`src/rtl/data_sram_axi_bridge.sv`:
```
// Bridge from the data cache's sram-like memory port to AXI4-Lite.
// One transaction in flight; request fields are captured when addr_ok is given.
module data_sram_axi_bridge #(
  parameter int ADDR_WIDTH = 32,
  parameter int DATA_WIDTH = 32
) (
  input  logic                  clk,
  input  logic                  resetn,
  input  logic                  data_req,
  input  logic                  data_wr,
  input  logic [1:0]            data_size,
  input  logic [ADDR_WIDTH-1:0] data_addr,
  input  logic [DATA_WIDTH-1:0] data_wdata,
  output logic [DATA_WIDTH-1:0] data_rdata,
  output logic                  data_addr_ok,
  output logic                  data_data_ok,
  output logic [ADDR_WIDTH-1:0] araddr,
  output logic                  arvalid,
  input  logic                  arready,
  input  logic [DATA_WIDTH-1:0] rdata,
  input  logic [1:0]            rresp,
  input  logic                  rvalid,
  output logic                  rready,
  output logic [ADDR_WIDTH-1:0] awaddr,
  output logic                  awvalid,
  input  logic                  awready,
  output logic [DATA_WIDTH-1:0] wdata,
  output logic [3:0]            wstrb,
  output logic                  wvalid,
  input  logic                  wready,
  input  logic [1:0]            bresp,
  input  logic                  bvalid,
  output logic                  bready
);

  // state | meaning
  // IDLE  | waiting for a request; addr_ok follows data_req
  // AR    | read address offered, arvalid held until arready
  // R     | rready high, waiting for read data
  // WR    | AW and W offered; each dropped after its own handshake
  // B     | bready high, waiting for write response
  typedef enum logic [2:0] {S_IDLE, S_AR, S_R, S_WR, S_B} state_t;

  state_t                state;
  logic [1:0]            req_size;
  logic [ADDR_WIDTH-1:0] req_addr;
  logic [DATA_WIDTH-1:0] req_wdata;
  logic                  aw_done;
  logic                  w_done;
  logic                  aw_hs;
  logic                  w_hs;
  logic                  unused_resp;

  // Response codes carry no meaning for the cache, so they are dropped.
  assign unused_resp  = ^{rresp, bresp};

  assign data_addr_ok = (state == S_IDLE) & data_req;
  assign araddr       = req_addr;
  assign awaddr       = req_addr;
  assign wdata        = req_wdata;
  assign aw_hs        = awvalid & awready;
  assign w_hs         = wvalid & wready;

  always_comb begin
    wstrb = 4'b1111;
    case (req_size)
      2'd0:    wstrb = 4'b0001 << req_addr[1:0];
      2'd1:    wstrb = req_addr[1] ? 4'b1100 : 4'b0011;
      default: wstrb = 4'b1111;
    endcase
  end

  always_ff @(posedge clk or negedge resetn) begin
    if (!resetn) begin
      state        <= S_IDLE;
      req_size     <= '0;
      req_addr     <= '0;
      req_wdata    <= '0;
      aw_done      <= 1'b0;
      w_done       <= 1'b0;
      arvalid      <= 1'b0;
      rready       <= 1'b0;
      awvalid      <= 1'b0;
      wvalid       <= 1'b0;
      bready       <= 1'b0;
      data_data_ok <= 1'b0;
      data_rdata   <= '0;
    end else begin
      data_data_ok <= 1'b0;
      unique case (state)
        S_IDLE: begin
          if (data_req) begin
            req_size  <= data_size;
            req_addr  <= data_addr;
            req_wdata <= data_wdata;
            if (data_wr) begin
              state   <= S_WR;
              awvalid <= 1'b1;
              wvalid  <= 1'b1;
              aw_done <= 1'b0;
              w_done  <= 1'b0;
            end else begin
              state   <= S_AR;
              arvalid <= 1'b1;
            end
          end
        end
        S_AR: begin
          if (arready) begin
            arvalid <= 1'b0;
            rready  <= 1'b1;
            state   <= S_R;
          end
        end
        S_R: begin
          if (rvalid) begin
            rready       <= 1'b0;
            data_rdata   <= rdata;
            data_data_ok <= 1'b1;
            state        <= S_IDLE;
          end
        end
        S_WR: begin
          if (aw_hs) begin
            awvalid <= 1'b0;
            aw_done <= 1'b1;
          end
          if (w_hs) begin
            wvalid <= 1'b0;
            w_done <= 1'b1;
          end
          // Leave as soon as the later of the two handshakes completes.
          if ((aw_done | aw_hs) & (w_done | w_hs)) begin
            bready <= 1'b1;
            state  <= S_B;
          end
        end
        S_B: begin
          if (bvalid) begin
            bready       <= 1'b0;
            data_data_ok <= 1'b1;
            state        <= S_IDLE;
          end
        end
        default: state <= S_IDLE;
      endcase
    end
  end

endmodule
```
`config.mk`:
```
export PLATFORM = sky130hd
export DESIGN_NAME = data_sram_axi_bridge
export DESIGN_NICKNAME = d
export VERILOG_FILES = /design/src/rtl/data_sram_axi_bridge.sv
export SDC_FILE = /design/constraint.sdc
export NUM_CORES = 1
export LEC_CHECK = 0
export CORE_UTILIZATION = 39
export DETAILED_ROUTE_END_ITERATION = 10
export GPL_ROUTABILITY_DRIVEN = 0
export HOLD_SLACK_MARGIN = 0.12
export PLACE_DENSITY = 0.81
export SYNTH_ARGS = -nofsm -noshare
export SYNTH_HDL_FRONTEND = slang
export SYNTH_SLANG_ARGS = --single-unit
export TNS_END_PERCENT = 100
```
`constraint.sdc`:
```
create_clock -name clk -period 2.1 [get_ports clk]
set_input_delay 0.315 -clock clk [delete_from_list [all_inputs] [get_ports clk]]
set_output_delay 0.315 -clock clk [all_outputs]
set_load 0.02 [all_outputs]
```
==> impl_metrics.csv, run 1 <==
group,metric,value,unit
outcome,status,"finished clean",
routing,wire_per_inst,14.3,um
critical_path,cp.arrival,1.75,ns
cells_and_area,fin_nets,767,
synthesis,synthCells,441,
floorplanning,rows,39,
min_path,hold_path_class,"reg -> reg",
synthesis,ys_types,29,
critical_path,end_kind,"primary output",
place,place_area,0.00690,mm2
floorplanning,fp.coreArea,0.0114,mm2
critical_path,path_delay_family,"buffers and inverters",
clock_network,cts_root_buf,"clkbuf_16",
timing,relSlewSlack,53.7,%
critical_path,slowest_delay,0.52,ns
synthesis,synth_edf_count,0,
floorplanning,die_h,110,um
routing,drt_drc_violations_left,0,
run,maxCapViolCount,0,
synthesis,postSynthAreaPerCell,10.3,um2
routing,drtIter0Drc,226,
power,p_leak,3.30,nW
floorplanning,ios,250,
floorplanning,die_x,110,um
clock_network,clkTransAtPathRegs,0.06,ns
timing,finalHoldViolations,0,
routing,via_per_inst,4.66,
routing,postRouteAntennaNets,0,
clock_network,clk_latency,0.34,ns
synthesis,ys_ff_latch,109,
timing,max_freq,0.484,GHz
global_route,gr-total-overflow,0,
synthesis,synthesis.nets,552,
timing,period_minus_slack,2.07,ns
critical_path,worstPathCellList,"clkdlybuf4s50_1 -> or4b_4 -> inv_4 -> clkdlybuf4s15_1",
clock_network,clkSinkCount,109,
synthesis,netlist_area,0.00455,mm2
synthesis,post-synth-top-area-fraction,59.9,%
cells_and_area,final_layout_size_suffix_gt1_share,9.68,%
cells_and_area,fill_cells,916,
clock_network,cts_tree,"done",
synthesis,yosysSeqAreaShare,59.9,%
critical_path,required,1.78,ns
floorplanning,die_area,0.0121,mm2
routing,dr.pass1.iters,4,
routing,route.vias.total,3745,
place,dpl.hpwl,8580,um
critical_path,path_max_fanout,2,
clock_network,cts_buffers,9,
global_route,antenna_found_initial,0,
place,numPortBuffers,245,
timing,fin_crit_sh,98.4,%
global_route,grt_pass1_vias,3542,
cells_and_area,utilization,63.3,%
floorplanning,initial_core_util,39.9,%
synthesis,yosysWarnings,0,
clock_network,cts_buffer_depth,2,
synthesis,synth_top_area_cell,"dfrtp_1",
timing,skew,0.00839,ns
critical_path,path_class,"in -> out",
cells_and_area,instances_no_fill,804,
power,power.total,12.0,mW
timing,finalSetupViolations,0,
global_route,grt_pass1_wl,17400,um
clock_network,h-tree-depth,3,
power,peakVddDrop,0.000902,V
timing,tightest_slew,0.694,ns
routing,finalWirelength,11500,um
synthesis,synthArstFlopShare,100,%
place,dp_cells,787,
synthesis,synth_flop_cell,"dfrtp_1",
critical_path,slowest_stage,"clkdlybuf4s50_1",
cells_and_area,final_cell_area,0.00723,mm2
place,dp_slack,-0.265,ns
timing,grt_setup_unrepaired,"no",
synthesis,synth_area_leaders,"dfrtp_1 (60%), nand2_1 (16%), mux2_2 (7.9%)",
cells_and_area,area_delta_synth_final,58.8,%
global_route,track_usage,19.0,%
timing,setup_slack,0.0337,ns
power,powerDensity,1660,mW/mm2
global_route,grt_max_degree,67,
cells_and_area,diodes,0,
timing,slew_violations,0,
critical_path,worstSetupStartpointType,"input port",
critical_path,critPathBufInv,3,
cells by family (layout without fill, tap and decap cells):
group	count (synthesis)	in the layout	synth area share (%)
AND/OR/NAND/NOR	216	216	18.9
flip-flops	109	109	59.9
buffers and inverters	56	276	9.21
multiplexers	32	32	7.92
AO/OA/AOI/OAI	28	28	4.01
synth_stat cells, types with 4 or more instances:
master,instances
a21oi_1,8
nand2_1,199
clkbuf_1,4
mux2_2,32
o21bai_1,4
buf_6,8
dfrtp_1,109
nor2_1,5
buf_4,38
worst register-to-register path, stage by stage (launching register included):
cell and delay, ns:
dfrtp_1 0.39, or4b_4 0.56, inv_4 0.07, buf_4 0.38
buf_12 0.26, nand2_1 0.10, nand2_1 0.06
registers in the layout (all words and copies together) (netlist names):
register      count
araddr           32
arvalid           1
aw_done           1
awvalid           1
bready            1
data_data_ok      1
data_rdata       32
req_size          2
rready            1
state             3
w_done            1
wdata            32
wvalid            1
cell type report:
type,count,area (um2),area share (%)
timing repair buffer,257,2580,35.7
clock buffer,10,229,3.17
tap,143,179,2.48
inverter,3,13.8,0.190
multi-input combinational,276,1410,19.5
sequential,109,2730,37.7
clock inverter,6,87.6,1.21
final timing paths:
| kind | start | to | slack [ns] | cells after the start |
|---|---|---|---|---|
| worst max-delay path | data_req | data_addr_ok | 0.03 | 4 |
| worst min-delay path | wdata[17] | wdata[17] | 0.47 | 2 |
| worst max register to register | state[1] | araddr[5] | 0.23 | 6 |
| worst min register to register | wdata[17] | wdata[17] | 0.47 | 2 |
| max in group asynchronous | resetn | wdata[17] | 0.96 | 3 |
| min in group asynchronous | resetn | araddr[17] | 0.49 | 2 |
layout by cell type (no fill, tap or decap), types with 2 or more instances in the layout:
cell / instances
clkbuf_16: 9
nor2b_1: 2
inv_1: 2
o21ai_0: 3
a21oi_1: 8
o21bai_1: 4
dfrtp_1: 109
buf_4: 9
a21o_1: 2
and3b_1: 2
mux2_2: 32
nand2_1: 199
a21oi_2: 2
bufinv_16: 2
a31oi_1: 3
nand2b_1: 3
clkdlybuf4s50_1: 243
clkinvlp_4: 3
buf_12: 3
nand3b_1: 2
nor2_1: 5
power breakdown:
part / switching [mW] / internal, mW / total, mW / leakage [nW]
clock: 0.734 / 1.04 / 1.78 / 0.145
sequential: 0.645 / 3.12 / 3.76 / 1.34
combinational: 3.28 / 3.16 / 6.43 / 1.82
what timing repair did:
action / 4_1_cts / 5_1_grt
gates resized for setup: 1 / 1
cloned: 0 / 0
hold buffers: 1 / 0
setup buffers: 0 / 0
endpoints found under the hold margin: 38 / 0
endpoints found under the setup margin: 1 / 1
layer usage:
metal	share of wire [%]	vias up	wire [um]	track usage [%]
li1	-	1787	-	-
met1	38	1772	4400	22.1
met2	51	173	5880	32.8
met3	9.4	13	1090	6.17
met4	1.4	0	163	6.67
met5	0	-	0	0
metrics by stage:
step           TNS [ns]  hold WS [ns]
2_1_floorplan         0        0.0194
3_3_place_gp      -4.07         0.323
3_5_place_dp      -5.28         0.326
4_1_cts               0         0.479
5_1_grt               0         0.489
6_report              0         0.474
No activity file was read; power rests on OpenSTA's default activity.
==> run 2, diff against run 1 <==
CORE_UTILIZATION = 28   (was 39)
PLACE_DENSITY = not set   (was 0.81)
PLACE_DENSITY_LB_ADDON = 0.1   (was not set)
==> impl_metrics.csv, run 2 (synthesis results as in run 1) <==
group,metric,value,unit
routing,drtIter0Drc,162,
place,dpl.hpwl,9120,um
timing,period_minus_slack,1.94,ns
cells_and_area,layout_commonest_cell,"clkdlybuf4s50_1",
power,pwr-share-clk,14.2,%
critical_path,end_kind,"primary output",
clock_network,h-tree-depth,3,
run,maxCapViolCount,0,
routing,drt_drc_violations_left,0,
critical_path,worstSetupStartpointType,"flip-flop",
power,powerDensity,1630,mW/mm2
timing,tightest_slew,0.564,ns
cells_and_area,final_layout_size_suffix_gt1_share,10.1,%
floorplanning,die_area,0.0168,mm2
power,switching_share,39.3,%
clock_network,cts_buffer_depth,2,
cells_and_area,mostFrequentLayoutCells,"clkdlybuf4s50_1 (240), nand2_1 (199), dfrtp_1 (109), mux2_2 (32), buf_4 (11)",
floorplanning,rows,46,
power,peakVddDrop,0.000699,V
global_route,grt_max_degree,48,
cells_and_area,final_cell_area,0.00733,mm2
min_path,hold_path_class,"reg -> reg",
timing,fin_crit_sh,92.2,%
global_route,gr-total-overflow,0,
floorplanning,fp.coreArea,0.0159,mm2
timing,slew_violations,0,
routing,dr.pass1.iters,4,
critical_path,cp.arrival,1.62,ns
clock_network,cts_root_buf,"clkbuf_16",
cells_and_area,utilization,46.1,%
floorplanning,die_x,130,um
power,intPower,7.25,mW
power,pwr-share-comb,54.3,%
power,p_seq_share,31.6,%
cells_and_area,fin_nets,769,
global_route,grt_pass1_wl,19100,um
floorplanning,ios,250,
routing,via_per_inst,4.27,
clock_network,cts_tree,"done",
outcome,status,"finished clean",
clock_network,clk_latency,0.35,ns
power,switchingPower,4.69,mW
routing,finalWirelength,12500,um
timing,hold_ws,0.475,ns
floorplanning,die_h,130,um
timing,grt_setup_unrepaired,"no",
critical_path,required,1.78,ns
clock_network,cts_buffers,9,
critical_path,path_max_fanout,5,
place,place_area,0.00702,mm2
clock_network,clkTransAtPathRegs,0.07,ns
global_route,track_usage,14.9,%
timing,max_freq,0.516,GHz
global_route,antenna_found_initial,0,
power,p_leak,3.34,nW
critical_path,path_class,"reg -> out",
timing,final.setup.tns,0,ns
timing,relSlewSlack,62.4,%
timing,finalHoldViolations,0,
timing,finalSetupViolations,0,
cells_and_area,area_delta_synth_final,61.0,%
routing,wire_per_inst,14.2,um
routing,postRouteAntennaNets,0,
place,numPortBuffers,245,
timing,skew,0.00734,ns
clock_network,clkSinkCount,109,
cells_and_area,diodes,0,
floorplanning,initial_core_util,28.7,%
clock_network,post_cts_buffers,0,
routing,route.vias.total,3749,
global_route,grt_pass1_vias,3593,
==> run 2: cell types whose count changed in the layout (fill, tap and decap cells not counted), sizes merged <==
cell / before / now
buf: 12 / 15
clkdlybuf4s50: 243 / 240
clkinv: 1 / 4
clkinvlp: 3 / 0
dlymetal6s2s: 0 / 3
bufinv: 2 / 1
clkbuf: 10 / 11
clkdlybuf4s15: 1 / 0
==> run 2: layout make-up <==
cell class                 count  area (um2)
sequential                   109        2730
clock inverter                 5        50.0
multi-input combinational    276        1410
tap                          216         270
timing repair buffer         259        2610
clock buffer                  11         243
inverter                       3        13.8
fill                        1528        8560
==> run 2: stage by stage <==
stage          total power [mW]  instances  setup WS [ns]
2_1_floorplan              7.42        441          0.448
3_3_place_gp               10.3        862          0.186
3_5_place_dp               10.4        862          0.157
4_1_cts                    12.2        879         0.0300
5_1_grt                    12.7        879         0.0640
6_report                   11.9        879          0.163
==> run 2: final timing paths <==
check / slack, ns / end / startpoint / depth (start not counted)
worst max-delay path: 0.16 / wstrb[1] / araddr[0] / 3
worst min-delay path: 0.48 / wdata[22] / wdata[22] / 2
worst max register to register: 0.57 / wvalid / state[1] / 5
worst min register to register: 0.48 / wdata[22] / wdata[22] / 2
max in group asynchronous: 0.93 / wdata[25] / resetn / 3
min in group asynchronous: 0.49 / araddr[3] / resetn / 2
==> run 2: routing by layer <==
metal / vias up / share of wire [%] / GRT usage [%]
met5: - / 0 / 0
met4: 0 / 1.2 / 5.54
met3: 12 / 9.5 / 5.45
met2: 178 / 45 / 23.8
met1: 1758 / 44 / 18.5
li1: 1801 / - / -
==> run 2: power by group through the flow <==
stage	Sequential [mW]	Combinational [mW]	Clock [mW]
3_3_place_gp	3.76	6.51	0
4_1_cts	3.79	6.58	1.77
3_5_place_dp	3.81	6.56	0
2_1_floorplan	4.89	2.53	0
5_1_grt	3.93	6.96	1.85
6_report	3.77	6.48	1.69
==> run 2: critical path, stage by stage, from the launching register on <==
cell             delay [ns]
dfrtp_1                0.45
nor2_1                 0.09
o21bai_1               0.12
clkdlybuf4s50_1        0.62
==> run 2: what timing repair did <==
| action | in CTS | in global routing |
|---|---|---|
| setup endpoints to repair | 0 | 3 |
| gates resized for setup | 0 | 3 |
| endpoints found under the hold margin | 37 | 0 |
| hold buffers | 1 | 0 |
